File: config.mk
export PLATFORM = sky130hd
export DESIGN_NAME = alu_seq
export DESIGN_NICKNAME = d
export VERILOG_FILES = /design/src/rtl/alu_seq.sv
export SDC_FILE = /design/constraint.sdc
export NUM_CORES = 1
export LEC_CHECK = 0
export BUFFER_PORTS_ARGS = -buffer_cell sky130_fd_sc_hd__buf_2
export CORE_MARGIN = 5
export CORE_UTILIZATION = 45
export CTS_CLUSTER_DIAMETER = 200
export DETAILED_ROUTE_END_ITERATION = 7
export GPL_TIMING_DRIVEN = 1
export PLACE_DENSITY = 0.76
export SLEW_MARGIN = 10
export SYNTH_ARGS = -nofsm -noshare
export SYNTH_HDL_FRONTEND = slang
export SYNTH_SLANG_ARGS = --single-unit
File: constraint.sdc
create_clock -name clk -period 2.8 [get_ports clk]
set_input_delay 0.28 -clock clk [delete_from_list [all_inputs] [get_ports clk]]
set_output_delay 0.28 -clock clk [all_outputs]
set_load 0.01 [all_outputs]
File: src/rtl/alu_seq.sv
// Multi-cycle ALU with a start/done handshake, registered 2*WIDTH result and NZCV flags.
// MUL uses shift-add, DIV/MOD use restoring division, each taking WIDTH iterations.
module alu_seq #(
    parameter int WIDTH = 4
) (
    input  logic               clk,
    input  logic               rst,
    input  logic               start,
    input  logic [WIDTH-1:0]   a,
    input  logic [WIDTH-1:0]   b,
    input  logic [3:0]         op,
    output logic [2*WIDTH-1:0] result,
    output logic               flag_n,
    output logic               flag_z,
    output logic               flag_c,
    output logic               flag_v,
    output logic               busy,
    output logic               done
);
    localparam int CW = (WIDTH > 2) ? $clog2(WIDTH) : 1;
    localparam logic [CW-1:0]  LAST_CNT = CW'(WIDTH - 1);
    localparam logic [WIDTH:0] WIDTH_VAL = (WIDTH + 1)'(WIDTH);

    localparam logic [3:0] OP_ADD = 4'd0, OP_SUB = 4'd1, OP_MUL = 4'd2, OP_DIV = 4'd3,
                           OP_MOD = 4'd4, OP_AND = 4'd5, OP_OR  = 4'd6, OP_XOR = 4'd7,
                           OP_SHL = 4'd8, OP_SHR = 4'd9;

    typedef enum logic [1:0] {IDLE, RUN, FIN} state_t;

    state_t             state, next_state;
    logic [WIDTH-1:0]   a_reg, b_reg;
    logic [3:0]         op_reg;
    logic [CW-1:0]      cnt;
    logic [2*WIDTH-1:0] acc, acc_next;
    logic               is_multi, last_iter;

    logic [WIDTH:0]     mul_sum, div_shift;
    logic [WIDTH-1:0]   div_diff;
    logic               div_ge;

    logic [3:0]         src_op;
    logic [WIDTH-1:0]   src_a, src_b, shl_val, shr_val;
    logic [WIDTH:0]     sum, diff;
    logic               shift_ok;
    logic [2*WIDTH-1:0] res;
    logic               res_n, res_z, res_c, res_v;

    assign is_multi  = (op == OP_MUL) || (op == OP_DIV) || (op == OP_MOD);
    assign last_iter = (cnt == LAST_CNT);
    assign busy      = (state != IDLE);
    assign done      = (state == FIN);

    // acc holds {hi, lo}: product/multiplier for MUL, remainder/quotient for DIV and MOD
    always_comb begin
        mul_sum   = {1'b0, acc[2*WIDTH-1:WIDTH]} + (acc[0] ? {1'b0, a_reg} : '0);
        div_shift = {acc[2*WIDTH-1:WIDTH], acc[WIDTH-1]};
        div_ge    = (div_shift >= {1'b0, b_reg});
        div_diff  = div_shift[WIDTH-1:0] - b_reg;
        if (op_reg == OP_MUL)
            acc_next = {mul_sum, acc[WIDTH-1:1]};
        else
            acc_next = {(div_ge ? div_diff : div_shift[WIDTH-1:0]), acc[WIDTH-2:0], div_ge};
    end

    // Single-cycle ops resolve from the live inputs in IDLE; iterative ops from latched state
    always_comb begin
        src_op   = (state == IDLE) ? op : op_reg;
        src_a    = (state == IDLE) ? a  : a_reg;
        src_b    = (state == IDLE) ? b  : b_reg;
        sum      = {1'b0, src_a} + {1'b0, src_b};
        diff     = {1'b0, src_a} - {1'b0, src_b};
        shift_ok = ({1'b0, src_b} < WIDTH_VAL);
        shl_val  = src_a << src_b;
        shr_val  = src_a >> src_b;
        res      = '0;
        res_c    = 1'b0;
        res_v    = 1'b0;
        case (src_op)
            OP_ADD: begin
                res   = {{WIDTH{1'b0}}, sum[WIDTH-1:0]};
                res_c = sum[WIDTH];
                res_v = (src_a[WIDTH-1] == src_b[WIDTH-1]) && (sum[WIDTH-1] != src_a[WIDTH-1]);
            end
            OP_SUB: begin
                res   = {{WIDTH{1'b0}}, diff[WIDTH-1:0]};
                res_c = diff[WIDTH];
                res_v = (src_a[WIDTH-1] != src_b[WIDTH-1]) && (diff[WIDTH-1] != src_a[WIDTH-1]);
            end
            OP_MUL: begin
                res   = acc_next;
                res_c = |acc_next[2*WIDTH-1:WIDTH];
                res_v = |acc_next[2*WIDTH-1:WIDTH];
            end
            OP_DIV: begin
                res   = {{WIDTH{1'b0}}, acc_next[WIDTH-1:0]};
                res_v = (src_b == '0);
            end
            OP_MOD: begin
                res   = {{WIDTH{1'b0}}, acc_next[2*WIDTH-1:WIDTH]};
                res_v = (src_b == '0);
            end
            OP_AND: res = {{WIDTH{1'b0}}, src_a & src_b};
            OP_OR:  res = {{WIDTH{1'b0}}, src_a | src_b};
            OP_XOR: res = {{WIDTH{1'b0}}, src_a ^ src_b};
            OP_SHL: res = {{WIDTH{1'b0}}, (shift_ok ? shl_val : '0)};
            OP_SHR: res = {{WIDTH{1'b0}}, (shift_ok ? shr_val : '0)};
            default: res = '0;
        endcase
        res_n = (src_op == OP_MUL) ? res[2*WIDTH-1] : res[WIDTH-1];
        res_z = (res == '0);
    end

    always_ff @(posedge clk) begin
        if (rst)
            state <= IDLE;
        else
            state <= next_state;
    end

    always_comb begin
        next_state = state;
        case (state)
            IDLE:    if (start) next_state = is_multi ? RUN : FIN;
            RUN:     if (last_iter) next_state = FIN;
            FIN:     next_state = IDLE;
            default: next_state = IDLE;
        endcase
    end

    // Result and flags are written on the edge that enters FIN so they are valid with done
    always_ff @(posedge clk) begin
        if (rst) begin
            a_reg  <= '0;
            b_reg  <= '0;
            op_reg <= '0;
            cnt    <= '0;
            acc    <= '0;
            result <= '0;
            flag_n <= 1'b0;
            flag_z <= 1'b0;
            flag_c <= 1'b0;
            flag_v <= 1'b0;
        end else begin
            case (state)
                IDLE: if (start) begin
                    a_reg  <= a;
                    b_reg  <= b;
                    op_reg <= op;
                    cnt    <= '0;
                    if (is_multi) begin
                        acc <= (op == OP_MUL) ? {{WIDTH{1'b0}}, b} : {{WIDTH{1'b0}}, a};
                    end else begin
                        result <= res;
                        flag_n <= res_n;
                        flag_z <= res_z;
                        flag_c <= res_c;
                        flag_v <= res_v;
                    end
                end
                RUN: begin
                    acc <= acc_next;
                    cnt <= cnt + 1'b1;
                    if (last_iter) begin
                        result <= res;
                        flag_n <= res_n;
                        flag_z <= res_z;
                        flag_c <= res_c;
                        flag_v <= res_v;
                    end
                end
                default: ;
            endcase
        end
    end
endmodule
==> impl_results.md <==
- Sequential element share of the synthesized area: 0.236
- DR vias/cell: 6.06
- GR Overflow Total: 0
- Asr flop ratio synth: 0
- Crit path launch type: flip-flop
- Fin. Hold Viols: 0
- Slew Limit Headroom: 0.509
- Mapped Cells: 402
- H-tree Lvls: 2
- Outcome: complete, but fails checks
- Drc violations: 0
- Clk_skew: 0.00703 ns
- Reg-to-reg endpoint: flag_z
- CP endpoint kind: flip-flop
- Hold Path Origin: a[3]
- IO buf count: 28
- Largest regs: acc: 8 flops, result: 8 flops
- WS Path Type: reg -> reg
- Worst Path Required: 3.04 ns
- Delay-heaviest family, CP: simple AND/OR/NAND/NOR gates
- Fin util: 0.548
- Fmax: 343 MHz
- Hold crit path type: in -> reg
- Hold Path End: a_reg[3]
- Mean area per synthesized cell: 7.59 sq um
- CTS root buf: clkbuf_8
- Placeable Area: 6680 sq um
- FF-to-FF Start: state[0]
- Ranking of synthesized cells by area: dfxtp_1, ha_1, a21oi_1
- Prevailing post-synth register cell: dfxtp_1
- RSZ-0062 raised after global routing: true
- Final GP Congestion: 0.947
- Worst VDD drop: 0.267 mV
- Cell Area, Placed: 3450 sq um
- Worst EP arrival: 3.16 ns
- Synth cell count leaders: nand2_1, nor2_1, a21oi_1, dfxtp_1, inv_1
- Yosys top cell area share: 0.236
- Fin area: 3660 sq um
- CP bufs+invs: 3
- Hold_buf cts: 0
- Filler cell count: 657
- Post-synthesis register bit count: 36
- Largest net degree at the start of global routing: 38
- Ports: 29
- Clk buf depth: 2
- Dpl hpwl: 6.81 mm
- Area Overhead vs Synth: 19.9%
- Vias in the first global route: 2,948
- Post-synth EDFFs: 0
- Mapped Area: 3050 sq um
- Period utilization: 1.04
- ANT cells: 0
- Final Hold Slack: 0.256 ns
- CTS buffer count: 5
- Vias: 3,237
- Fin nets: 493
- Worst skew pair latency: 0.30 ns
- CP peak stage delay: 0.55 ns
- First-pass GRT wire length: 14.6 mm
- Count leader, synth: nand2_1
- Final Instance Count excl. Fillers: 534
- Synth unique cells: 67
- Starting Density: 0.457
- Die W: 92.4 microns
- Hold-critical path depth: 3
- Reg2Reg Setup Slack: -0.12 ns
- Pwr/cell area: 457 nW/um^2
- DRT Wirelength: 9.11 mm
- Layout cells sized above 1: 0.216
- CTS sink cnt: 36
- Critical path, cell by cell: nor2_8 > buf_12 > mux2i_4 > inv_2 > ha_1 > inv_1 > fa_1 > mux2i_1 > mux2_1 > o32ai_1 > or4_4 > nor4_2 > a31o_1
- Final slew viol count: 0
- Final min period: 2.92 ns
- CTS tree: built
- Worst Slack Setup Final: -0.118 ns
- Slew @ Worst Pin: 0.736 ns
- Crit path max fanout: 3
- Yosys warning count: 0
- Die Y: 92.4 microns
- Row count: 30
- Initial antenna violation count: 0
- Clock slew at reported path FFs: 0.08 ns
- # placed instances: 521
- Critical path's slowest cell: or4_4
- GRT Util Overall: 0.213
- Violated checks: negative setup slack
- Cell accounting for the most synthesized area: dfxtp_1
- R2R depth: 13
- DRT antenna net count: 0
- Leakage: 1.52 nW
- Max cap viols: 0
- Synthesized net count: 442
- DRT iter0 DRCs: 277
- Die ar.: 8530 sq um
- Wire per inst: 17.1 microns
- # setup viols final: 4
- DRT Pass-1 Iters: 5
-- metrics by stage --
stage | setup WS (ns) | power (mW) | TNS, ns
2_1_floorplan | -0.0677 | 1.00 | -0.0677
3_3_place_gp | -0.0624 | 1.20 | -0.0785
3_5_place_dp | -0.144 | 1.21 | -0.290
4_1_cts | -0.0819 | 1.64 | -0.165
5_1_grt | -0.268 | 1.76 | -0.978
6_report | -0.118 | 1.67 | -0.264
-- timing repair --
| item | in CTS | in global routing |
|---|---|---|
| setup buffers | 5 | 0 |
| pin swaps | 1 | 4 |
| gates resized for setup | 3 | 10 |
| setup endpoints to repair | 3 | 5 |
| hold endpoints to repair | 0 | 0 |
-- metal layers --
layer,track usage,routed length (microns)
met3,0.0317,691
met1,0.279,3800
met5,0,0
met2,0.360,4440
met4,0.0656,189
-- power breakdown --
part / switching, mW / internal [mW]
Sequential: 0.0290 / 0.541
Clock: 0.212 / 0.202
Combinational: 0.388 / 0.301
-- area by class of cell --
class / instances / area [sq um] / share of cell area
multi-input cells: 322 / 2230 / 0.609
flip-flops and latches: 36 / 723 / 0.198
repair buffers: 63 / 415 / 0.114
well taps: 80 / 100 / 0.0274
inverters: 25 / 93.8 / 0.0256
clock buffers: 6 / 82.6 / 0.0226
clock inverters: 2 / 13.8 / 0.00376
-- worst reg2reg max path: cells and delay by family (launching register included) --
family | cells | cell delay [ns]
AND/OR/NAND/NOR | 3 | 0.83
AO/OA/AOI/OAI | 2 | 0.25
buffers and inverters | 3 | 0.25
adder cells (fa/ha/maj) | 2 | 0.60
flip-flops | 1 | 0.36
multiplexers | 3 | 0.58
-- logic make-up after synthesis --
family | count (synthesis) | share of synthesized area
AND/OR/NAND/NOR | 153 | 0.248
flip-flops | 36 | 0.236
XOR/XNOR | 4 | 0.0115
buffers and inverters | 44 | 0.0603
multiplexers | 23 | 0.0824
adder cells (fa/ha/maj) | 25 | 0.112
AO/OA/AOI/OAI | 117 | 0.249
-- how the worst max path moves through the flow --
stage	from	to	slack, ns	depth (start not counted)
after floorplan	state[0]	flag_z	-0.07	13
after global placement	state[1]	flag_z	-0.06	12
after detailed placement	state[1]	flag_z	-0.14	12
after CTS	state[0]	flag_z	-0.08	13
after global routing	state[0]	flag_z	-0.27	13
final	state[0]	flag_z	-0.12	13
-- cells in the final DEF (no fill, tap or decap), types with 9 or more instances in the layout --
cell type  count
a21oi_1       42
a31oi_1       10
buf_2         28
buf_4         34
dfxtp_1       34
ha_1          18
inv_1         22
mux2i_1       14
nand2_1       50
nor2_1        45
o21ai_0        9
Power figures use the tool's default switching activity.
